**src/rtl/mem_arbiter.sv**
```systemverilog
// Two-port round-robin arbiter sharing one main-memory port between the I-cache (port 0)
// and the D-cache (port 1); a grant lasts for one cache-block burst or until the port releases.
module mem_arbiter #(
    parameter int BURST_WORDS   = 4,
    parameter int WORD_SIZE_BIT = 32
) (
    input  logic                     clk,
    input  logic                     reset,
    input  logic                     read_0,
    input  logic                     write_0,
    input  logic [WORD_SIZE_BIT-1:0] addr_0,
    input  logic [WORD_SIZE_BIT-1:0] wdata_0,
    output logic [WORD_SIZE_BIT-1:0] rdata_0,
    output logic                     ready_0,
    input  logic                     read_1,
    input  logic                     write_1,
    input  logic [WORD_SIZE_BIT-1:0] addr_1,
    input  logic [WORD_SIZE_BIT-1:0] wdata_1,
    output logic [WORD_SIZE_BIT-1:0] rdata_1,
    output logic                     ready_1,
    output logic                     gnt_0,
    output logic                     gnt_1,
    output logic                     read_mem,
    output logic                     write_mem,
    output logic [WORD_SIZE_BIT-1:0] addr_mem,
    output logic [WORD_SIZE_BIT-1:0] data_mem_out,
    input  logic [WORD_SIZE_BIT-1:0] data_mem_in,
    input  logic                     ready_mem
);

    localparam int CW = $clog2(BURST_WORDS);

    typedef enum logic [1:0] {
        IDLE   = 2'd0,
        GRANT0 = 2'd1,
        GRANT1 = 2'd2
    } state_t;

    state_t          state_q;
    logic [CW-1:0]   cnt_q;
    logic [CW-1:0]   cnt_d;
    logic            last_grant_q;
    logic            gnt_0_q;
    logic            gnt_1_q;

    logic req_0;
    logic req_1;
    logic burst_last;

    assign req_0      = read_0 | write_0;
    assign req_1      = read_1 | write_1;
    assign burst_last = ready_mem && (cnt_q == CW'(BURST_WORDS - 1));
    assign cnt_d      = cnt_q + 1'b1;

    assign gnt_0 = gnt_0_q;
    assign gnt_1 = gnt_1_q;

    // Leaving a grant always lands in IDLE, which gives the one-cycle bus turnaround.
    always_ff @(posedge clk or negedge reset) begin
        if (!reset) begin
            state_q      <= IDLE;
            cnt_q        <= '0;
            last_grant_q <= 1'b1;
            gnt_0_q      <= 1'b0;
            gnt_1_q      <= 1'b0;
        end else begin
            case (state_q)
                IDLE: begin
                    if (req_0 && (!req_1 || last_grant_q)) begin
                        state_q      <= GRANT0;
                        gnt_0_q      <= 1'b1;
                        last_grant_q <= 1'b0;
                        cnt_q        <= '0;
                    end else if (req_1) begin
                        state_q      <= GRANT1;
                        gnt_1_q      <= 1'b1;
                        last_grant_q <= 1'b1;
                        cnt_q        <= '0;
                    end
                end
                GRANT0: begin
                    if (!req_0 || burst_last) begin
                        state_q <= IDLE;
                        gnt_0_q <= 1'b0;
                        cnt_q   <= '0;
                    end else if (ready_mem) begin
                        cnt_q <= cnt_d;
                    end
                end
                GRANT1: begin
                    if (!req_1 || burst_last) begin
                        state_q <= IDLE;
                        gnt_1_q <= 1'b0;
                        cnt_q   <= '0;
                    end else if (ready_mem) begin
                        cnt_q <= cnt_d;
                    end
                end
                default: begin
                    state_q <= IDLE;
                    gnt_0_q <= 1'b0;
                    gnt_1_q <= 1'b0;
                    cnt_q   <= '0;
                end
            endcase
        end
    end

    // Memory side follows the granted port combinationally; write wins over read.
    always_comb begin
        read_mem     = 1'b0;
        write_mem    = 1'b0;
        addr_mem     = '0;
        data_mem_out = '0;
        ready_0      = 1'b0;
        ready_1      = 1'b0;
        rdata_0      = '0;
        rdata_1      = '0;
        case (state_q)
            GRANT0: begin
                addr_mem     = addr_0;
                data_mem_out = wdata_0;
                write_mem    = write_0;
                read_mem     = read_0 & ~write_0;
                ready_0      = ready_mem;
                rdata_0      = data_mem_in;
            end
            GRANT1: begin
                addr_mem     = addr_1;
                data_mem_out = wdata_1;
                write_mem    = write_1;
                read_mem     = read_1 & ~write_1;
                ready_1      = ready_mem;
                rdata_1      = data_mem_in;
            end
            default: begin
            end
        endcase
    end

endmodule

```
**config.mk**
```make
export PLATFORM = sky130hd
export DESIGN_NAME = mem_arbiter
export DESIGN_NICKNAME = d
export VERILOG_FILES = /design/src/rtl/mem_arbiter.sv
export SDC_FILE = /design/constraint.sdc
export NUM_CORES = 1
export LEC_CHECK = 0
export ABC_CLOCK_PERIOD_IN_PS = 2000
export BUFFER_PORTS_ARGS = -buffer_cell sky130_fd_sc_hd__buf_2
export CORE_AREA = 2 2 115 117
export CTS_CLUSTER_DIAMETER = 120
export DETAILED_ROUTE_END_ITERATION = 12
export DIE_AREA = 0 0 117 119
export PLACE_DENSITY_LB_ADDON = 0.1
export SYNTH_ARGS = -nofsm -noshare
export SYNTH_HDL_FRONTEND = slang
export SYNTH_SLANG_ARGS = --single-unit
```
**constraint.sdc**
```tcl
create_clock -name clk -period 2 [get_ports clk]
set_clock_uncertainty 0.1 [all_clocks]
set_input_delay 0.1 -clock clk [delete_from_list [all_inputs] [get_ports clk]]
set_output_delay 0.1 -clock clk [all_outputs]
set_load 0.03 [all_outputs]
```
==> results of run 1 <==
[cell type report]
type                    count  area (um2)  area share (%)
repair buffers            320        1897           47.49
well taps                 176       220.2           5.514
multi-input cells         231        1602           40.10
flip-flops and latches      7       177.7           4.449
clock buffers               4       78.83           1.974
inverters                   5       18.77          0.4699
[through the flow]
stage | setup TNS, ns | util, % | power, uW | setup slack, ns
after floorplan | 0 | - | 3521 | 0.2122
after global placement | 0 | 27.89 | 4892 | 0.2904
after CTS | 0 | 28.58 | 5271 | 0.01651
after global routing | -0.007595 | 31.02 | 6445 | -0.007595
final | 0 | 31.02 | 6021 | 0.09930
after detailed placement | 0 | 27.89 | 4902 | 0.2736
[how the worst max path moves through the flow]
stage | endpoint | slack [ns]
after floorplan | data_mem_out[12] | 0.21
after global placement | addr_mem[0] | 0.29
after detailed placement | data_mem_out[25] | 0.27
after CTS | data_mem_out[25] | 0.02
after global routing | data_mem_out[25] | -0.008
final | rdata_0[27] | 0.1
[logic make-up after synthesis]
logic type	after synthesis
buf+inv	34
flops	7
mux	3
simple gates	144
fa+ha+maj	4
compound gates	80
[routing by layer]
metal	global-route usage, %	vias to the layer above	routed length [um]
met4	2.132	0	85
met3	1.883	6	924
li1	-	1541	-
met1	12.99	1456	4377
met5	0	-	0
met2	24.75	194	5959
[cell usage in the layout (no fill, tap or decap), types with 2 or more instances in the layout]
cell type	instances
a21oi_1	3
a22oi_1	64
buf_2	297
mux2i_1	2
inv_1	4
o22ai_1	3
clkbuf_16	11
and2_1	67
buf_12	6
dfrtp_1	5
nand2_1	4
nor2_1	3
ha_4	3
buf_4	4
a31oi_1	2
nor2b_1	65
clkbuf_4	3
[worst max-delay path: stages, from the launching register on]
cell and delay [ns]:
dfrtp_1 0.40, inv_1 0.17, ha_4 0.23, buf_4 0.15
clkbuf_16 0.17, and2_1 0.15, buf_2 0.20
[sequential cells by signal, indices dropped and copies added, names as in the netlist]
name and cells:
last_grant_q 1, gnt_1 1, cnt_q 2, gnt_0 1
state_q 2
[where the power goes]
part | switching [uW] | internal (uW) | total, uW
registers | 43.5 | 207 | 250
logic | 3250 | 2180 | 5430
clock network | 77.9 | 266 | 343
[what timing repair did]
action,in CTS,in global routing
buffers inserted,0,6
hold buffers,1,0
endpoints found under the hold margin,7,0
setup endpoints to repair,0,33
gates resized for setup,0,10
==> metrics.md, run 1 <==
| Metric | Value |
|---|---|
| Number of antenna violations at the first check in global routing | 1 |
| Worst slew margin relative to its limit | 76.96% |
| Final non-filler cell total | 743 |
| Critical Path Start | state_q[1] |
| Effective utilization at floorplan | 14.68% |
| Num ports | 301 |
| Post-DP Area | 0.003591 mm2 |
| Worst voltage drop across the vdd grid | 0.5463 mV |
| Synthesized instance count | 272 |
| Clock period minus worst slack | 1.901 ns |
| YS warnings | 0 |
| Worst Reg2Reg Path Length in Cells | 7 |
| Setup CP Type | reg -> out |
| Length of the first detailed-routing pass in iterations | 4 |
| Most frequent cell after synthesis | and2_1 |
| Post-DP HPWL | 7.714 mm |
| Count of clock tree sinks | 7 |
| CTS Root Buffer Type | clkbuf_16 |
| DRC viols | 0 |
| Total standard cell area after synthesis | 0.001891 mm2 |
| Overall overflow remaining after global route | 0 |
| Finished layout cell area | 0.003994 mm2 |
| Maximum buffer depth of the clock tree | 2 |
| Clock insertion delay at the later pin of the skew report | 0.23 ns |
| Share of the synthesized area in compound gates (AO/OA/AOI/OAI) | 30.97% |
| Area contributors post-synth | a22oi_1 26%, and2_1 22%, nor2b_1 22%, dfrtp_1 7.9%, buf_2 3.2% |
| Flops & latches, synth | 7 |
| Worst slew pin tran | 0.3456 ns |
| Number of hold-slack violations in the final timing report | 0 |
| Number of pins with negative max-slew slack in the final report | 0 |
| Average wire per standard cell | 15.27 um |
| Fmax | 526.1 MHz |
| Number of core rows | 42 |
| Number of nets in the synthesized netlist | 443 |
| Seq/Total Area, Yosys | 9.332% |
| Gpl congestion | 0.7393 |
| Placed instance count | 724 |
| Adder-cell share of the synthesized area | 2.647% |
| Top flip-flop cell by instance count after synthesis | dfrtp_1 |
| Quantity of I/O buffers inserted on ports | 300 |
| Endpoint of the worst-slack reg-to-reg timing path | state_q[0] |
| Floorplan die area | 0.01392 mm2 |
| Main combinational cell family by area after synthesis | simple AND/OR/NAND/NOR gates |
| Static Leak | 0.002165 uW |
| Die H | 119 um |
| Result of the run | finished clean |
| Via density per instance | 4.303 |
| Global-route wire length before repair | 13.89 mm |
| Period utilization | 95.04% |
| Synth top area share | 25.81% |
| TritonCTS clock tree | yes |
| Post-Syn Area per Cell | 6.951 um2 |
| Antenna violation net count after detailed routing | 0 |
| Area growth, synth to finish | 111.3% |
| Die W | 117 um |
| Top post-synthesis cells by count | 67 x and2_1, 65 x a22oi_1, 65 x nor2b_1 |
| Kind of end point of the critical path | primary output |
| Routed wire length | 11.35 mm |
| Fraction of final layout cells with drive strength greater than 1 | 58.55% |
| Vias post-DR | 3197 |
| N_diodes | 0 |
| Synthesized-area fraction occupied by and/or/nand/nor cells | 46.99% |
| Maximum number of pins on one net before global-route repair | 69 |
| Number of fill cells in the layout | 1417 |
| R2R setup slack | 0.22 ns |
| Final Net Count | 739 |
| Global router's overall resource usage | 12.22% |
| Arrival @ worst endpoint | 1.70 ns |
| Parity-gate share of the synthesized area counting xor and xnor cells | 0% |
| Number of global-route vias before repair | 2927 |
| Worst min-delay path class | in -> async |
| Kind of start point of the critical path | register |
| Power density normalized to cell area | 1508 mW/mm2 |
| Number of clock buffers inserted by TritonCTS | 3 |
| Number of flops mapped to enable cells by yosys | 0 |
| Biggest area consumer among synthesized cells | a22oi_1 |
| Maximum level of the CTS H-tree | 1 |
| Number of DRC violations after detailed-routing iteration 0 | 111 |
| Post-synth ARST share | 100.0% |
| Critical path required time | 1.80 ns |
| Number of setup violations in the final report | 0 |
| Max-cap violation count | 0 |
| Final Hold Slack | 0.1490 ns |
| Share of cell area taken by muxes after synthesis | 1.853% |
| Worst-path maximum fanout | 30 |
| CTS clk-pin slew, worst paths | 0.04 ns |
| Count of distinct cell types in the synthesized netlist | 32 |
| Reg2reg start | state_q[0] |
| Area of the core region | 0.01287 mm2 |
Note: power is estimated with default switching activity, not from simulation.
==> run 2: changes to the inputs <==
Settings changed: ABC_CLOCK_PERIOD_IN_PS 2000 to 2400, CORE_AREA 2 2 115 117 to 2 2 117 119, DIE_AREA 0 0 117 119 to 0 0 119 121.
Clock period 2 ns to 2.4 ns, I/O delays scaled along.
==> run 2 against run 1 <==
  * Sequential power is 20% lower
  * Critical path depth did not move
  * First-iteration DRC count fell by 35%
  * Die area up 3.4%
  * Critical endpoint is now data_mem_out[24]
  * Largest power group unchanged
==> metrics.md, run 2 (synthesized netlist as in run 1, its figures left out) <==
| Metric | Value |
|---|---|
| RSZ-0062 raised after global routing | no |
| Fmax | 465.3 MHz |
| Number of hold-slack violations in the final timing report | 0 (unchanged) |
| Vias post-DR | 3107 (was 3197) |
| Power density normalized to cell area | 1157 mW/mm2 (was 1508 mW/mm2) |
| Num ports | 301 (unchanged) |
| Number of DRC violations after detailed-routing iteration 0 | 72 (was 111) |
| Global-route wire length before repair | 14.83 mm (was 13.89 mm) |
| Finished layout cell area | 0.003632 mm2 (was 0.003994 mm2) |
| Worst voltage drop across the vdd grid | 0.3241 mV (was 0.5463 mV) |
| Kind of end point of the critical path | primary output (unchanged) |
| Final setup slack of the worst path | 0.2507 ns (was 0.09930 ns) |
| Clock period minus worst slack | 2.149 ns |
| Post-DP HPWL | 8.181 mm (was 7.714 mm) |
| Cell-by-cell trace of the critical path | inv_1 > ha_2 > buf_4 > a22oi_1 > nor2b_1 > buf_2 (was inv_1 > ha_4 > buf_4 > clkbuf_16 > and2_1 > buf_2) |
| Number of core rows | 42 (unchanged) |
| Maximum number of pins on one net before global-route repair | 45 (was 69) |
| Area growth, synth to finish | 92.12% (was 111.3%) |
| Routed wire length | 10.06 mm (was 11.35 mm) |
| Average wire per standard cell | 13.72 um (was 15.27 um) |
| Delay-heaviest family, CP | buffers and inverters (unchanged) |
| Number of antenna violations at the first check in global routing | 1 (unchanged) |
| Antenna violation net count after detailed routing | 0 (unchanged) |
| Arrival @ worst endpoint | 1.93 ns (was 1.70 ns) |
| Clock insertion delay at the later pin of the skew report | 0.23 ns (about the same) |
| Gpl congestion | 0.8208 (was 0.7393) |
| Worst-path maximum fanout | 44 (was 30) |
| Final Net Count | 728 (was 739) |
| TritonCTS clock tree | yes (unchanged) |
| Via density per instance | 4.239 (was 4.303) |
| Effective utilization at floorplan | 14.45% (was 14.68%) |
| Post-DP Area | 0.003541 mm2 (was 0.003591 mm2) |
| Setup CP Type | reg -> out (unchanged) |
| Most frequent cells in the layout | 300 x buf_2, 67 x and2_1, 65 x a22oi_1, 65 x nor2b_1, 8 x buf_4 (was 297 x buf_2, 67 x and2_1, 65 x nor2b_1, 64 x a22oi_1, 11 x clkbuf_16) |
| CTS Root Buffer Type | clkbuf_16 (unchanged) |
| Die H | 121 um (was 119 um) |
| Final sum of negative setup slack | 0 ns (unchanged) |
| Global router's overall resource usage | 12.52% (was 12.22%) |
| Period utilization | 89.56% |
| Area of the core region | 0.01309 mm2 (was 0.01287 mm2) |
| Count of clock tree sinks | 7 (unchanged) |
| Worst slew pin tran | 0.4613 ns (was 0.3456 ns) |
| Fraction of final layout cells with drive strength greater than 1 | 57.01% (was 58.55%) |
| Maximum buffer depth of the clock tree | 2 (unchanged) |
| Die W | 119 um (was 117 um) |
| Floorplan die area | 0.01440 mm2 (was 0.01392 mm2) |
| Number of clock buffers inserted by TritonCTS | 3 (unchanged) |
| Quantity of I/O buffers inserted on ports | 300 (unchanged) |
| Number of global-route vias before repair | 3032 (was 2927) |
| Worst min-delay path class | in -> reg (was in -> async) |
| Length of the first detailed-routing pass in iterations | 4 (unchanged) |
| Maximum level of the CTS H-tree | 1 (unchanged) |
| Static Leak | 0.002029 uW (was 0.002165 uW) |
| Kind of start point of the critical path | register (unchanged) |
| DRC viols | 0 (unchanged) |
| Worst slew margin relative to its limit | 69.25% (was 76.96%) |
| Final core area utilization | 27.76% (was 31.02%) |
| Overall overflow remaining after global route | 0 (unchanged) |
| Max-cap violation count | 0 (unchanged) |
| Registers with the highest flip-flop counts | cnt_q x2, state_q x2 (unchanged) |
| Result of the run | finished clean (unchanged) |
| Slowest cell on crit path | dfrtp_1 (unchanged) |
| Number of setup violations in the final report | 0 (unchanged) |
| Final Hold Slack | 0.1532 ns (was 0.1490 ns) |
| Most common cell after layout, fill and taps aside | buf_2 (unchanged) |
| CTS clk-pin slew, worst paths | 0.04 ns (about the same) |
| Number of pins with negative max-slew slack in the final report | 0 (unchanged) |
| Largest stage delay on the critical path | 0.39 ns (was 0.40 ns) |
| Critical path required time | 2.18 ns (was 1.80 ns) |
| Placement Setup Slack | 0.4773 ns (was 0.2736 ns) |
| Crit path buffers/inverters | 3 (was 4) |
## run 2: changes by cell type in the layout (fill, tap and decap cells not counted), sizes merged
cell,previous run,this run
diode,0,1
clkbuf,15,4
## run 2: final timing paths
path                                    end  slack, ns        from  depth (start not counted)
max in group asynchronous      last_grant_q       1.79       reset                          2
min in group asynchronous             gnt_0       0.17       reset                          2
setup / recovery           data_mem_out[24]       0.25  state_q[0]                          6
hold / removal                     cnt_q[0]       0.15   ready_mem                          3
setup reg to reg                      gnt_1       0.71  state_q[0]                          6
hold reg to reg                    cnt_q[0]       0.39    cnt_q[0]                          1
## run 2: cell type report
class / instances / area, um2
Antenna cell: 1 / 2.502
Clock buffer: 4 / 78.83
Fill cell: 1484 / 9453
Inverter: 5 / 18.77
Multi-Input combinational cell: 231 / 1564
Sequential cell: 7 / 176.4
Tap cell: 176 / 220.2
Timing Repair Buffer: 309 / 1572
## run 2: per-stage QoR
| stage | cells | power, uW |
|---|---|---|
| 5_1_grt | 733 | 4534 |
| 6_report | 733 | 4204 |
| 3_5_place_dp | 727 | 3981 |
| 4_1_cts | 732 | 4277 |
| 3_3_place_gp | 727 | 3973 |
| 2_1_floorplan | 272 | 2934 |
## run 2: routing by layer
layer	track usage, %	vias up	routed length (um)
met5	0	-	0
met2	26.44	185	5450
met3	2.303	8	842
li1	-	1517	-
met4	2.381	0	125
met1	12.52	1397	3638
## run 2: worst register-to-register path: cells and delay by family, from the launching register on
| family | cells | cell delay [ns] |
|---|---|---|
| flip-flops | 1 | 0.39 |
| AO/OA/AOI/OAI | 3 | 0.41 |
| adder cells (fa/ha/maj) | 1 | 0.20 |
| buffers and inverters | 2 | 0.46 |
## run 2: power breakdown
group | internal (uW) | leakage, uW | switching, uW
registers | 171 | 0.0000883 | 27.9
clock network | 221 | 0.0000382 | 66.3
logic | 1280 | 0.00190 | 2440
total | 1670 | 0.00203 | 2530
## run 2: what timing repair did
| item | in CTS | in global routing |
|---|---|---|
| endpoints found under the hold margin | 7 | 0 |
| setup buffers | 0 | 0 |
| resized for setup | 0 | 0 |
| hold buffers | 1 | 0 |
==> run 3: changes to the inputs <==
Settings changed: CORE_AREA 2 2 117 119 to 2 2 116 118, DIE_AREA 0 0 119 121 to 0 0 118 120, SLEW_MARGIN from default to 20, TNS_END_PERCENT from default to 5.
==> run 3 against run 2 <==
  * Register-to-register slack worse by 0.24 ns
  * Combinational power is 3% higher
  * Die area is 1.7% lower
  * Worst hold slack better by 0.0075 ns
  * Via count is 0.55% lower
  * Largest power group unchanged
  * Highest routed layer unchanged
==> metrics.md, run 3 (synthesized netlist as in run 1, its figures left out) <==
| Metric | Value |
|---|---|
| Area of the core region | 0.01298 mm2 (was 0.01309 mm2) |
| Quantity of I/O buffers inserted on ports | 300 (unchanged) |
| Average wire per standard cell | 14.59 um (was 13.72 um) |
| Effective utilization at floorplan | 14.57% (was 14.45%) |
| Final Net Count | 726 (was 728) |
| Fmax | 472.0 MHz (was 465.3 MHz) |
| Die H | 120 um (was 121 um) |
| Clock insertion delay at the later pin of the skew report | 0.23 ns (about the same) |
| Number of core rows | 42 (unchanged) |
| Critical path required time | 2.18 ns (about the same) |
| Maximum level of the CTS H-tree | 1 (unchanged) |
| Count of clock tree sinks | 7 (unchanged) |
| Max-cap violation count | 0 (unchanged) |
| Critical Path Start | state_q[0] (unchanged) |
| Worst slew margin relative to its limit | 76.13% (was 69.25%) |
| Final sum of negative setup slack | 0 ns (unchanged) |
| Maximum number of pins on one net before global-route repair | 69 (was 45) |
| Setup CP Type | reg -> out (unchanged) |
| Global-route wire length before repair | 15.30 mm (was 14.83 mm) |
| Antenna violation net count after detailed routing | 0 (unchanged) |
| DRC viols | 0 (unchanged) |
| Finished layout cell area | 0.003685 mm2 (was 0.003632 mm2) |
| Worst-path maximum fanout | 33 (was 44) |
| Arrival @ worst endpoint | 1.90 ns (was 1.93 ns) |
| Die W | 118 um (was 119 um) |
| R2R setup slack | 0.47 ns (was 0.71 ns) |
| N_diodes | 0 (was 1) |
| Worst slew pin tran | 0.3581 ns (was 0.4613 ns) |
| Period utilization | 88.27% (was 89.56%) |
| Number of hold-slack violations in the final timing report | 0 (unchanged) |
| Number of setup violations in the final report | 0 (unchanged) |
| Number of antenna violations at the first check in global routing | 0 (was 1) |
| Most frequent cells in the layout | 300 x buf_2, 67 x and2_1, 65 x a22oi_1, 65 x nor2b_1, 6 x dfrtp_1 (was 300 x buf_2, 67 x and2_1, 65 x a22oi_1, 65 x nor2b_1, 8 x buf_4) |
| Area growth, synth to finish | 94.90% (was 92.12%) |
| Number of pins with negative max-slew slack in the final report | 0 (unchanged) |
| Worst min-delay path class | in -> async (was in -> reg) |
| Met1 capacity usage during global routing | 13.81% (was 12.52%) |
| Routed wire length | 10.65 mm (was 10.06 mm) |
| Vias post-DR | 3090 (was 3107) |
| GRT busiest layer | met2 (unchanged) |
| Met2 GRT Util | 27.94% (was 26.44%) |
| Post-CTS Setup Repair Bufs | 0 (unchanged) |
| Length of the first detailed-routing pass in iterations | 4 (unchanged) |
| Post-DP Area | 0.003596 mm2 (was 0.003541 mm2) |
| Num ports | 301 (unchanged) |
| Number of clock buffers inserted by TritonCTS | 3 (unchanged) |
| Worst voltage drop across the vdd grid | 0.5679 mV (was 0.3241 mV) |
| Power density normalized to cell area | 1176 mW/mm2 (was 1157 mW/mm2) |
| RSZ-0062 raised after global routing | no (unchanged) |
| Static Leak | 0.002037 uW (was 0.002029 uW) |
| Gpl congestion | 0.7976 (was 0.8208) |
| Number of DRC violations after detailed-routing iteration 0 | 78 (was 72) |
| Registers with the highest flip-flop counts | cnt_q x2, state_q x2 (unchanged) |
| Clock period minus worst slack | 2.118 ns (was 2.149 ns) |
| Maximum buffer depth of the clock tree | 2 (unchanged) |
| CTS clk-pin slew, worst paths | 0.04 ns (about the same) |
| Kind of start point of the critical path | register (unchanged) |
| Fraction of final layout cells with drive strength greater than 1 | 56.86% (was 57.01%) |
| Reg2reg start | state_q[0] (unchanged) |
| CTS Root Buffer Type | clkbuf_16 (unchanged) |
| CTS hold repair buffers | 1 (unchanged) |
| Result of the run | finished clean (unchanged) |
| Via density per instance | 4.233 (was 4.239) |
| Overall overflow remaining after global route | 0 (unchanged) |
| PostCTS Resize Cnt | 0 (unchanged) |
| Number of global-route vias before repair | 2907 (was 3032) |
| Global Route met3 Usage | 3.042% (was 2.303%) |
| Floorplan die area | 0.01416 mm2 (was 0.01440 mm2) |
| Most common cell after layout, fill and taps aside | buf_2 (unchanged) |
| TritonCTS clock tree | yes (unchanged) |
| Kind of end point of the critical path | primary output (unchanged) |
| Post-DP HPWL | 8.848 mm (was 8.181 mm) |
| Global router's overall resource usage | 13.44% (was 12.52%) |
| Number of fill cells in the layout | 1492 (was 1484) |
run 3: changes by cell type in the layout (fill, tap and decap cells not counted):
| cell | previous run | this run |
|---|---|---|
| ha_2 | 2 | 0 |
| diode_2 | 1 | 0 |
| buf_12 | 0 | 4 |
| ha_4 | 0 | 2 |
| buf_4 | 8 | 2 |
run 3: final cells by class:
cell class	count	area, um2	share of cell area (%)
clock buffer	4	78.83	2.139
inverter	5	18.77	0.5093
multi-input combinational	231	1584	42.99
sequential	7	176.4	4.788
tap	176	220.2	5.976
timing repair buffer	307	1607	43.60
run 3: worst max-delay path: stages (launching register included):
cell and delay (ns):
dfrtp_1 0.41, inv_1 0.14, ha_4 0.34, buf_12 0.23
nand2_1 0.07, o22ai_1 0.13, and2_1 0.13, buf_2 0.19
run 3: path summary, 6_finish.rpt:
check / endpoint / depth (start not counted)
worst max-delay path: read_mem / 7
max in group asynchronous: last_grant_q / 2
worst max register to register: state_q[0] / 6
worst min-delay path: gnt_1 / 2
worst min register to register: cnt_q[0] / 1
min in group clk: cnt_q[0] / 3
run 3: report_power, final:
group	switching, uW	leakage [uW]	total, uW	internal (uW)
Clock	63.2	0.0000382	284	221
Combinational	2470	0.00191	3840	1370
Sequential	36.4	0.0000883	208	171
run 3: metrics by stage:
| step | instances | total power [uW] | util (%) | hold WS [ns] | setup slack (ns) |
|---|---|---|---|---|---|
| finish | 730 | 4334 | 28.39 | 0.1607 | 0.2816 |
| detailed placement | 725 | 4104 | 27.70 | -0.1301 | 0.4737 |
| global route | 730 | 4640 | 28.39 | 0.1739 | 0.1252 |
| global placement | 725 | 4104 | 27.70 | -0.1254 | 0.4819 |
| floorplan | 272 | 2934 | - | -0.2756 | 0.5922 |
| CTS | 730 | 4411 | 28.39 | 0.1535 | 0.2590 |
run 3: per-layer routing:
metal | vias to the layer above | wire (um)
met5 | - | 0
met4 | 0 | 57
met3 | 4 | 868
met2 | 186 | 5880
met1 | 1387 | 3846
li1 | 1513 | -
